`config.mk`:
```
export PLATFORM = sky130hd
export DESIGN_NAME = delta_backprop
export DESIGN_NICKNAME = d
export VERILOG_FILES = /design/src/rtl/delta_backprop.sv
export SDC_FILE = /design/constraint.sdc
export NUM_CORES = 1
export LEC_CHECK = 0
export ABC_CLOCK_PERIOD_IN_PS = 33100
export BUFFER_PORTS_ARGS = -buffer_cell sky130_fd_sc_hd__buf_2
export CORE_MARGIN = 5
export CORE_UTILIZATION = 53
export DETAILED_ROUTE_END_ITERATION = 7
export GPL_TIMING_DRIVEN = 0
export PLACE_DENSITY = 0.74
export SLEW_MARGIN = 15
export SYNTH_ARGS = -nofsm -noshare
export SYNTH_HDL_FRONTEND = slang
export SYNTH_SLANG_ARGS = --single-unit
```
`constraint.sdc`:
```
create_clock -name clk -period 33.1 [get_ports clk]
set_input_delay 4.965 -clock clk [delete_from_list [all_inputs] [get_ports clk]]
set_output_delay 4.965 -clock clk [all_outputs]
set_load 0.05 [all_outputs]
```
`src/rtl/delta_backprop.sv`:
```
// Backpropagation error vector: delta_out[j] = relu'(z[j]) * sat((sum_i w[i][j]*delta_in[i]) >>> FW),
// computed with one shared multiplier over NEURON_NUM^2 MAC cycles per start.
module delta_backprop #(
    parameter int NEURON_NUM          = 5,
    parameter int NEURON_OUTPUT_WIDTH = 10,
    parameter int DELTA_CELL_WIDTH    = 10,
    parameter int WEIGHT_CELL_WIDTH   = 16,
    parameter int FRACTION_WIDTH      = 0
) (
    input  logic                                                 clk,
    input  logic                                                 rst,
    input  logic                                                 start,
    input  logic [NEURON_NUM*NEURON_NUM*WEIGHT_CELL_WIDTH-1:0]   w,
    input  logic [NEURON_NUM*DELTA_CELL_WIDTH-1:0]               delta_in,
    input  logic [NEURON_NUM*NEURON_OUTPUT_WIDTH-1:0]            z,
    output logic [NEURON_NUM*DELTA_CELL_WIDTH-1:0]               delta_out,
    output logic                                                 valid,
    output logic                                                 busy
);
    localparam int N   = NEURON_NUM;
    localparam int NOW = NEURON_OUTPUT_WIDTH;
    localparam int DW  = DELTA_CELL_WIDTH;
    localparam int WCW = WEIGHT_CELL_WIDTH;
    localparam int CW  = (N > 1) ? $clog2(N) : 1;
    localparam int PW  = WCW + DW;
    localparam int AW  = WCW + DW + CW;

    localparam int                    SAT_MAX_I = (1 << (DW - 1)) - 1;
    localparam logic signed [AW-1:0] SAT_MAX   = AW'(SAT_MAX_I);
    localparam logic signed [AW-1:0] SAT_MIN   = AW'(-SAT_MAX_I - 1);

    typedef enum logic {ST_IDLE, ST_MAC} state_t;

    state_t                 state_q, state_d;
    logic [CW-1:0]          i_q, j_q;
    logic signed [AW-1:0]   acc_q;
    logic signed [WCW-1:0]  w_q [N][N];
    logic signed [DW-1:0]   d_q [N];
    logic signed [NOW-1:0]  z_q [N];
    logic signed [DW-1:0]   res_q [N];
    logic [N*DW-1:0]        delta_out_q;
    logic                   valid_q;

    logic                   accept, last_row, last_col;
    logic signed [PW-1:0]   w_ext, d_ext, prod;
    logic signed [AW-1:0]   acc_sum, shifted;
    logic signed [DW-1:0]   sat_val, col_res;
    logic                   relu_d;

    assign accept   = (state_q == ST_IDLE) && start;
    assign last_row = (i_q == CW'(N - 1));
    assign last_col = (j_q == CW'(N - 1));

    always_ff @(posedge clk) begin
        if (rst) state_q <= ST_IDLE;
        else     state_q <= state_d;
    end

    always_comb begin
        // NOTE: default assignment first so every path drives state_d and no latch is inferred.
        state_d = state_q;
        case (state_q)
            ST_IDLE: if (start)                state_d = ST_MAC;
            ST_MAC:  if (last_row && last_col) state_d = ST_IDLE;
            default:                           state_d = ST_IDLE;
        endcase
    end

    always_comb begin
        busy      = (state_q == ST_MAC);
        valid     = valid_q;
        delta_out = delta_out_q;
    end

    // NOTE: operand snapshots carry no reset; they are always reloaded on accept before being read.
    always_ff @(posedge clk) begin
        if (accept) begin
            for (int ii = 0; ii < N; ii++) begin
                for (int jj = 0; jj < N; jj++)
                    w_q[ii][jj] <= w[(ii*N+jj)*WCW +: WCW];
                d_q[ii] <= delta_in[ii*DW +: DW];
                z_q[ii] <= z[ii*NOW +: NOW];
            end
        end
    end

    always_comb begin
        w_ext   = PW'(w_q[i_q][j_q]);
        d_ext   = PW'(d_q[i_q]);
        prod    = w_ext * d_ext;
        acc_sum = acc_q + AW'(prod);
        shifted = acc_sum >>> FRACTION_WIDTH;
        if (shifted > SAT_MAX)      sat_val = DW'(SAT_MAX);
        else if (shifted < SAT_MIN) sat_val = DW'(SAT_MIN);
        else                        sat_val = DW'(shifted);
        relu_d  = !z_q[j_q][NOW-1] && (z_q[j_q] != '0);
        col_res = relu_d ? sat_val : '0;
    end

    // NOTE: sequential state uses non-blocking assignments only, so every register samples pre-edge values.
    always_ff @(posedge clk) begin
        if (rst) begin
            i_q         <= '0;
            j_q         <= '0;
            acc_q       <= '0;
            valid_q     <= 1'b0;
            delta_out_q <= '0;
            for (int k = 0; k < N; k++) res_q[k] <= '0;
        end else begin
            valid_q <= 1'b0;
            if (accept) begin
                i_q   <= '0;
                j_q   <= '0;
                acc_q <= '0;
            end else if (state_q == ST_MAC) begin
                if (last_row) begin
                    res_q[j_q] <= col_res;
                    acc_q      <= '0;
                    i_q        <= '0;
                    j_q        <= j_q + CW'(1);
                    if (last_col) begin
                        // Final column bypasses res_q so its value lands on the same edge.
                        j_q     <= '0;
                        valid_q <= 1'b1;
                        for (int k = 0; k < N; k++)
                            delta_out_q[k*DW +: DW] <= (k == N - 1) ? col_res : res_q[k];
                    end
                end else begin
                    acc_q <= acc_sum;
                    i_q   <= i_q + CW'(1);
                end
            end
        end
    end
endmodule

```
==> results.cfg, run 1 <==
[cts]
ctsHoldBuffers = 0
htree_levels = 3
cts_tree = built
cts_buffer_depth = 3
cts-buffers-inserted = 66
clock-sinks = 633
cts_resized = 0
clk_pin_slew_ns = 0.06
cts.root.buffer_cell = clkbuf_16
postCtsSetupRepairBufs = 0
clock_latency_ns = 0.61

[placed_design]
gp_congestion = 0.943
port_buffers = 554
hpwl_microns = 72300
pre_cts_ws_ns = 23.38

[route]
drt_first_pass_iters = 6
routed_wl_microns = 91100
drtAntennaViolNets = 0
wl_per_cell_microns = 24.7
via_per_inst = 5.68
drt-initial-drc-count = 1725
via_count = 20900
drc = 0

[sta]
worstMarginPinSlew_ns = 1.20
fin_ws_ns = 23.21
relSlewSlack = 0.201
finalCritPeriodShare = 0.299
drv_slew = 0
hold_viol = 0
skew_ns = 0.0180
clock.fmax_ghz = 0.101
finalCriticalPeriod_ns = 9.89
finalSetupViolCount = 0
rsz0062_at_grt = false

[cells_and_area]
final_cell_mix = 567 x buf_2, 540 x edfxtp_1, 229 x nand2_1
nets = 3596
area_growth_pct = 20.9
drive_gt1_frac = 0.290
layout_commonest_cell = buf_2

[worst_hold_path]
worstHoldStart = delta_out[23]
hold_class = flop to flop

[floorplanning]
ios = 555
dieHeight_microns = 252
fp.dieArea_sq_mm = 0.0635
row_count = 88
coreArea_sq_mm = 0.0578
die_x_microns = 252
start_util = 0.537

[global_routing]
antenna_found_initial = 33
grt_pass1_vias = 21900
grt_usage = 0.285
grt_max_degree = 36
grt_pass1_wl_microns = 135000
grt_overflow_total = 0

[synth]
syn_area_sq_mm = 0.0310
syn_avg_cell_area_sq_um = 14.1
syn_inst = 2196
async_flop_share = 0
yosysWarnings = 0
synth_ff_type = edfxtp_1
synth_edf_count = 540
ys_seq_area_frac = 0.582
synth_cell_types = 85
ys_ff_latch = 633
syn_nets = 2951

[critical_path]
cp_common_cell = fa_1
critPathMaxFanout = 10
cp-start-kind = flop
cpMaxStageDelayCell = fa_1
worstSetupPathType = flop to flop
worst_setup_path_end_kind = flop
worstPathRequired_ns = 33.44
cp.arrival_ns = 10.23
cpPeakStageDelay_ns = 0.63

[flow_run]
maxCapViolCount = 0

[outcome]
outcome = completed
## cell usage after synthesis, types with 8 or more instances
cell type / count / area share
inv_1: 224 / 0.027
buf_2: 12 / 0.0019
o211ai_1: 9 / 0.0022
buf_1: 14 / 0.0017
edfxtp_1: 540 / 0.52
buf_4: 10 / 0.0024
a22oi_1: 21 / 0.0051
xnor2_1: 17 / 0.0048
ha_1: 77 / 0.031
o22ai_1: 8 / 0.0016
a21oi_1: 110 / 0.018
o21ai_0: 14 / 0.0023
nand2b_1: 19 / 0.0038
nor2b_1: 27 / 0.0054
o21ai_1: 10 / 0.0016
and3_1: 11 / 0.0022
a21o_1: 11 / 0.0027
xor2_1: 11 / 0.0031
nand3_1: 23 / 0.0037
mux4_2: 105 / 0.076
fa_1: 175 / 0.11
dfxtp_1: 93 / 0.060
nand4_1: 9 / 0.0018
nor4_1: 9 / 0.0018
a31oi_1: 16 / 0.0032
clkbuf_1: 62 / 0.0075
nand2_1: 229 / 0.028
and2_1: 21 / 0.0042
nor2_1: 149 / 0.018
nor3_1: 23 / 0.0037
mux2i_1: 17 / 0.0055
a221oi_1: 14 / 0.0040
## final timing paths
path,to,slack (ns),cells after the start
worst min-delay path,delta_out[23],0.45,2
worst max-delay path,res_q[3][8],23.21,30
worst min register to register,delta_out[23],0.45,2
worst max register to register,res_q[3][8],23.21,30
## state kept, by name (all words and copies together) (netlist names), named ones only
register   cells
w_q          400
j_q            3
d_q           50
busy           1
res_q         40
i_q            3
acc_q         29
z_q           50
delta_out     50
valid          1
## stage by stage
stage                     setup TNS (ns)  area [sq um]  hold WS, ns   util  instances
after floorplan                        0         31000        0.462      -       2196
after global placement          -1206.18         34800        0.445  0.601       3515
after detailed placement               0         35200        0.446  0.609       3536
after CTS                              0         37400        0.455  0.648       3655
after global routing                   0         37500        0.469  0.649       3675
final                                  0         37500        0.452  0.649       3683
## kinds of logic after synthesis
family,count (synthesis),synth area share
AND/OR/NAND/NOR,555,0.0820
multiplexers,123,0.0820
adder cells (fa/ha/maj),252,0.144
buffers and inverters,326,0.0414
XOR/XNOR,28,0.00790
AO/OA/AOI/OAI,279,0.0603
flip-flops,633,0.582
## area by class of cell
cell class,count,area (sq um)
diodes,26,65.1
plain buffers,100,438
clock buffers,84,1820
clock inverters,35,387
fillers,4177,20300
inverters,226,848
multi-input cells,1237,11700
flip-flops and latches,633,18100
well taps,765,957
repair buffers,577,3220
## critical path: cells and delay by family (launching register included)
kind            cells  cell delay [ns]
compound gates      4             0.71
flops               1             0.33
buf+inv            10             3.04
xor+xnor            1             0.52
mux                 1             0.35
fa+ha+maj           6             2.93
simple gates        8             1.70
## routing by layer
metal / share of wire / GRT usage / up-vias
li1: - / - / 9224
met1: 0.37 / 0.362 / 10400
met2: 0.51 / 0.488 / 1062
met3: 0.085 / 0.0661 / 178
met4: 0.033 / 0.0968 / 16
met5: 0.0010 / 0 / -
Power of run 1 is not shown: default switching activity piles up to over one toggle a cycle in this logic, so the estimate is an artifact.
==> run 2, diff against run 1 <==
ABC_CLOCK_PERIOD_IN_PS = 9900   (was 33100)
clock period = 9.9 ns   (was 33.1 ns; I/O delays follow)
==> run 2 against run 1 <==
Effect of this change: sequential cell count stayed put; wire length is 0.16% lower; critical path depth stayed put.
==> results.cfg, run 2 (synthesis results as in run 1) <==
[cts]
clock_latency_ns = 0.62
cts-buffers-inserted = 61
clock-sinks = 633
cts_tree = built
cts.root.buffer_cell = clkbuf_16
cts_buffer_depth = 3
clk_pin_slew_ns = 0.06
htree_levels = 2

[sta]
finalCritPeriodShare = 0.960
tns_ns = 0
worstMarginPinSlew_ns = 1.13
hold_viol = 0
relSlewSlack = 0.248
skew_ns = 0.0131
clock.fmax_ghz = 0.105
finalSetupViolCount = 0
finalCriticalPeriod_ns = 9.50
drv_slew = 0
hold_slack_ns = 0.452

[global_routing]
grt_pass1_wl_microns = 135000
grtUsageMet3 = 0.0529
grt_pass1_vias = 22000
met1_usage = 0.366
grt_usage = 0.282
grt_use_met2 = 0.491
grt_max_degree = 33
grt-busiest-layer = met2
antenna_found_initial = 32
grt_overflow_total = 0

[route]
routed_wl_microns = 90900
via_per_inst = 5.68
wl_per_cell_microns = 24.7
drtAntennaViolNets = 0
drt_first_pass_iters = 5
via_count = 20900
drt-initial-drc-count = 1837
drc = 0

[cells_and_area]
nets = 3590
largest_reg_flops = 400
stdcell_area_sq_mm = 0.0373
utilization = 0.646
layout_commonest_cell = buf_2
area_growth_pct = 20.2
final_cell_mix = 566 x buf_2, 540 x edfxtp_1, 229 x nand2_1
drive_gt1_frac = 0.292
largest-register = w_q

[floorplanning]
dieHeight_microns = 252
fp.dieArea_sq_mm = 0.0635
row_count = 88
start_util = 0.537
coreArea_sq_mm = 0.0578
die_x_microns = 252
ios = 555

[critical_path]
worstPathRequired_ns = 10.25
cp-start-kind = flop
cp.arrival_ns = 9.86
r2r_slack_ns = 0.40
worst_setup_path_end_kind = flop
cpPeakStageDelay_ns = 0.57
cpMaxStageDelayCell = fa_1
worstSetupPathType = flop to flop
cp_common_cell = fa_1
critPathMaxFanout = 10

[flow_run]
maxCapViolCount = 0

[placed_design]
hpwl_microns = 72900
port_buffers = 554
gp_congestion = 0.928
dpl_cell_area_sq_mm = 0.0353

[outcome]
outcome = completed

[worst_hold_path]
hold_class = flop to flop
run 2: worst max-delay path: cells and delay by family, from the launching register on:
family | cells | cell delay [ns]
adders and majority gates | 6 | 2.83
xor gates and xnor gates | 1 | 0.54
AOI/OAI and AO/OA | 4 | 0.74
DFF | 1 | 0.31
buffers and inverters | 10 | 2.88
muxes | 1 | 0.31
and+or+nand+nor | 8 | 1.58
run 2: path summary, 6_finish.rpt:
check,startpoint,end,depth (start not counted)
worst max register to register,flop,res_q[2][8],30
worst min register to register,delta_out[30],delta_out[30],2
worst min-delay path,delta_out[30],delta_out[30],2
worst max-delay path,flop,res_q[2][8],30
run 2: cell type report:
cell class,instances,area [sq um]
Antenna cell,27,67.6
Buffer,100,482
Clock buffer,77,1600
Clock inverter,35,272
Fill cell,4230,20500
Inverter,226,848
Multi-Input combinational cell,1237,11700
Sequential cell,633,18100
Tap cell,765,957
Timing Repair Buffer,576,3270
run 2: per-layer routing:
metal / wire, microns / up-vias
li1: - / 9204
met1: 34200 / 10500
met2: 46800 / 1032
met3: 6970 / 162
met4: 2780 / 18
met5: 105 / -
run 2: what timing repair did:
action,in CTS,in global routing
hold buffers,0,0
resized for setup,0,16
buffers inserted,0,0
setup endpoints to repair,0,50
run 2: stage by stage:
| step | instances | worst slack [ns] |
|---|---|---|
| 5_1_grt | 3672 | -0.00650 |
| 3_5_place_dp | 3537 | 0.146 |
| 6_report | 3676 | 0.399 |
| 3_3_place_gp | 3515 | -2.40 |
| 4_1_cts | 3649 | 0.106 |
| 2_1_floorplan | 2196 | -0.0577 |
Power of run 2 is left out for the same reason.
==> run 3, diff against run 2 <==
==> constraint.sdc (replaced) <==
create_clock -name clk -period 9.9 [get_ports clk]
set_input_delay 1.98 -clock clk [delete_from_list [all_inputs] [get_ports clk]]
set_output_delay 1.98 -clock clk [all_outputs]
set_load 0.05 [all_outputs]
==> run 3 against run 2 <==
Effect of this change: maximum frequency is 1.2% higher; register-to-register slack better by 0.11 ns; final cell count is 0.22% higher; largest cell class unchanged.
==> results.cfg, run 3 (synthesis results as in run 1) <==
[outcome]
outcome = completed

[sta]
finalCritPeriodShare = 0.949
tns_ns = 0
skew_ns = 0.0186
clock.fmax_ghz = 0.106
finalCriticalPeriod_ns = 9.39
drv_slew = 0
relSlewSlack = 0.246
finalSetupViolCount = 0
hold_viol = 0
worstMarginPinSlew_ns = 1.13
rsz0062_at_grt = false
hold_slack_ns = 0.455

[cells_and_area]
utilization = 0.650
final_cell_mix = 566 x buf_2, 540 x edfxtp_1, 229 x nand2_1
multi_input_area_sq_mm = 0.0118
largest-register = w_q
layout_commonest_cell = buf_2
regArea_sq_mm = 0.0181
nets = 3593
drive_gt1_frac = 0.297
instances_no_fill = 3684
n_fill_cell = 4167
area_growth_pct = 21.1
largest_reg_flops = 400

[cts]
cts_resized = 0
postCtsSetupRepairBufs = 0
cts-buffers-inserted = 66
clock-sinks = 633
ctsHoldBuffers = 0
cts_buffer_depth = 3
clk_pin_slew_ns = 0.06
cts.root.buffer_cell = clkbuf_16
clock_latency_ns = 0.59
htree_levels = 3
cts_tree = built

[route]
drc = 0
drt-initial-drc-count = 1658
drt_first_pass_iters = 5
drtAntennaViolNets = 0
route.met3.wl_microns = 7770
routed_wl_microns = 91600
highest_layer = met5
via_count = 20900
wl_met2_microns = 45600
wl_per_cell_microns = 24.9
wl_met1_microns = 33900
via_per_inst = 5.67

[placed_design]
hpwl_microns = 72700
placed_cells = 3536
port_buffers = 554
gp_congestion = 0.964

[global_routing]
grt_usage = 0.287
grt_overflow_total = 0
grt_pass1_wl_microns = 136000
grt_max_degree = 35
grt_pass1_vias = 22100
antenna_found_initial = 37

[worst_hold_path]
worstHoldStart = delta_out[24]
hold_class = flop to flop

[floorplanning]
coreArea_sq_mm = 0.0578
row_count = 88
die_x_microns = 252
ios = 555
dieHeight_microns = 252
fp.dieArea_sq_mm = 0.0635
start_util = 0.537

[critical_path]
cp-start-kind = flop
cpMaxStageDelayCell = fa_1
cpPeakStageDelay_ns = 0.62
cp_common_cell = fa_1
worst_setup_path_end_kind = flop
critPathMaxFanout = 10
cp.arrival_ns = 9.72
worstSetupPathType = flop to flop
worstPathRequired_ns = 10.23

[flow_run]
maxCapViolCount = 0
==> run 3: cell types whose count changed in the layout (fill, tap and decap cells not counted), sizes merged <==
cell      previous run  this run
clkinvlp             5         0
clkbuf             142       148
diode               27        30
bufinv               3         7
inv                226       230
buf                611       607
==> run 3: final timing paths <==
kind	end	slack [ns]	cells after the start
setup / recovery	res_q[2][8]	0.51	30
hold / removal	delta_out[24]	0.46	2
setup reg to reg	res_q[2][8]	0.51	30
hold reg to reg	delta_out[24]	0.46	2
==> run 3: layer usage <==
layer,vias up,GRT usage
met2,1059,0.481
met5,-,0
met3,215,0.0679
met4,18,0.123
li1,9233,-
met1,10300,0.362
==> run 3: per-stage QoR <==
stage                     instance area, sq um  worst slack, ns
final                                    37600            0.508
after global routing                     37600         0.000608
after CTS                                37400           0.0549
after detailed placement                 35300           0.0914
after global placement                   34800            -2.83
after floorplan                          31100           -0.553
==> run 3: worst max-delay path, delay by kind of cell (launching register included) <==
family          cells  cell delay, ns
fa+ha+maj           6            2.93
buf+inv            10            2.68
simple gates        8            1.69
compound gates      4            0.75
xor+xnor            1            0.51
flops               1            0.30
mux                 1            0.25
==> run 3: cell type report <==
type | instances | area share
Sequential cell | 633 | 0.481
Multi-Input combinational cell | 1237 | 0.313
Antenna cell | 30 | 0.00200
Clock buffer | 81 | 0.0469
Clock inverter | 38 | 0.0104
Buffer | 99 | 0.0129
Timing Repair Buffer | 575 | 0.0855
Tap cell | 765 | 0.0255
Inverter | 226 | 0.0226
Power of run 3 is left out for the same reason.
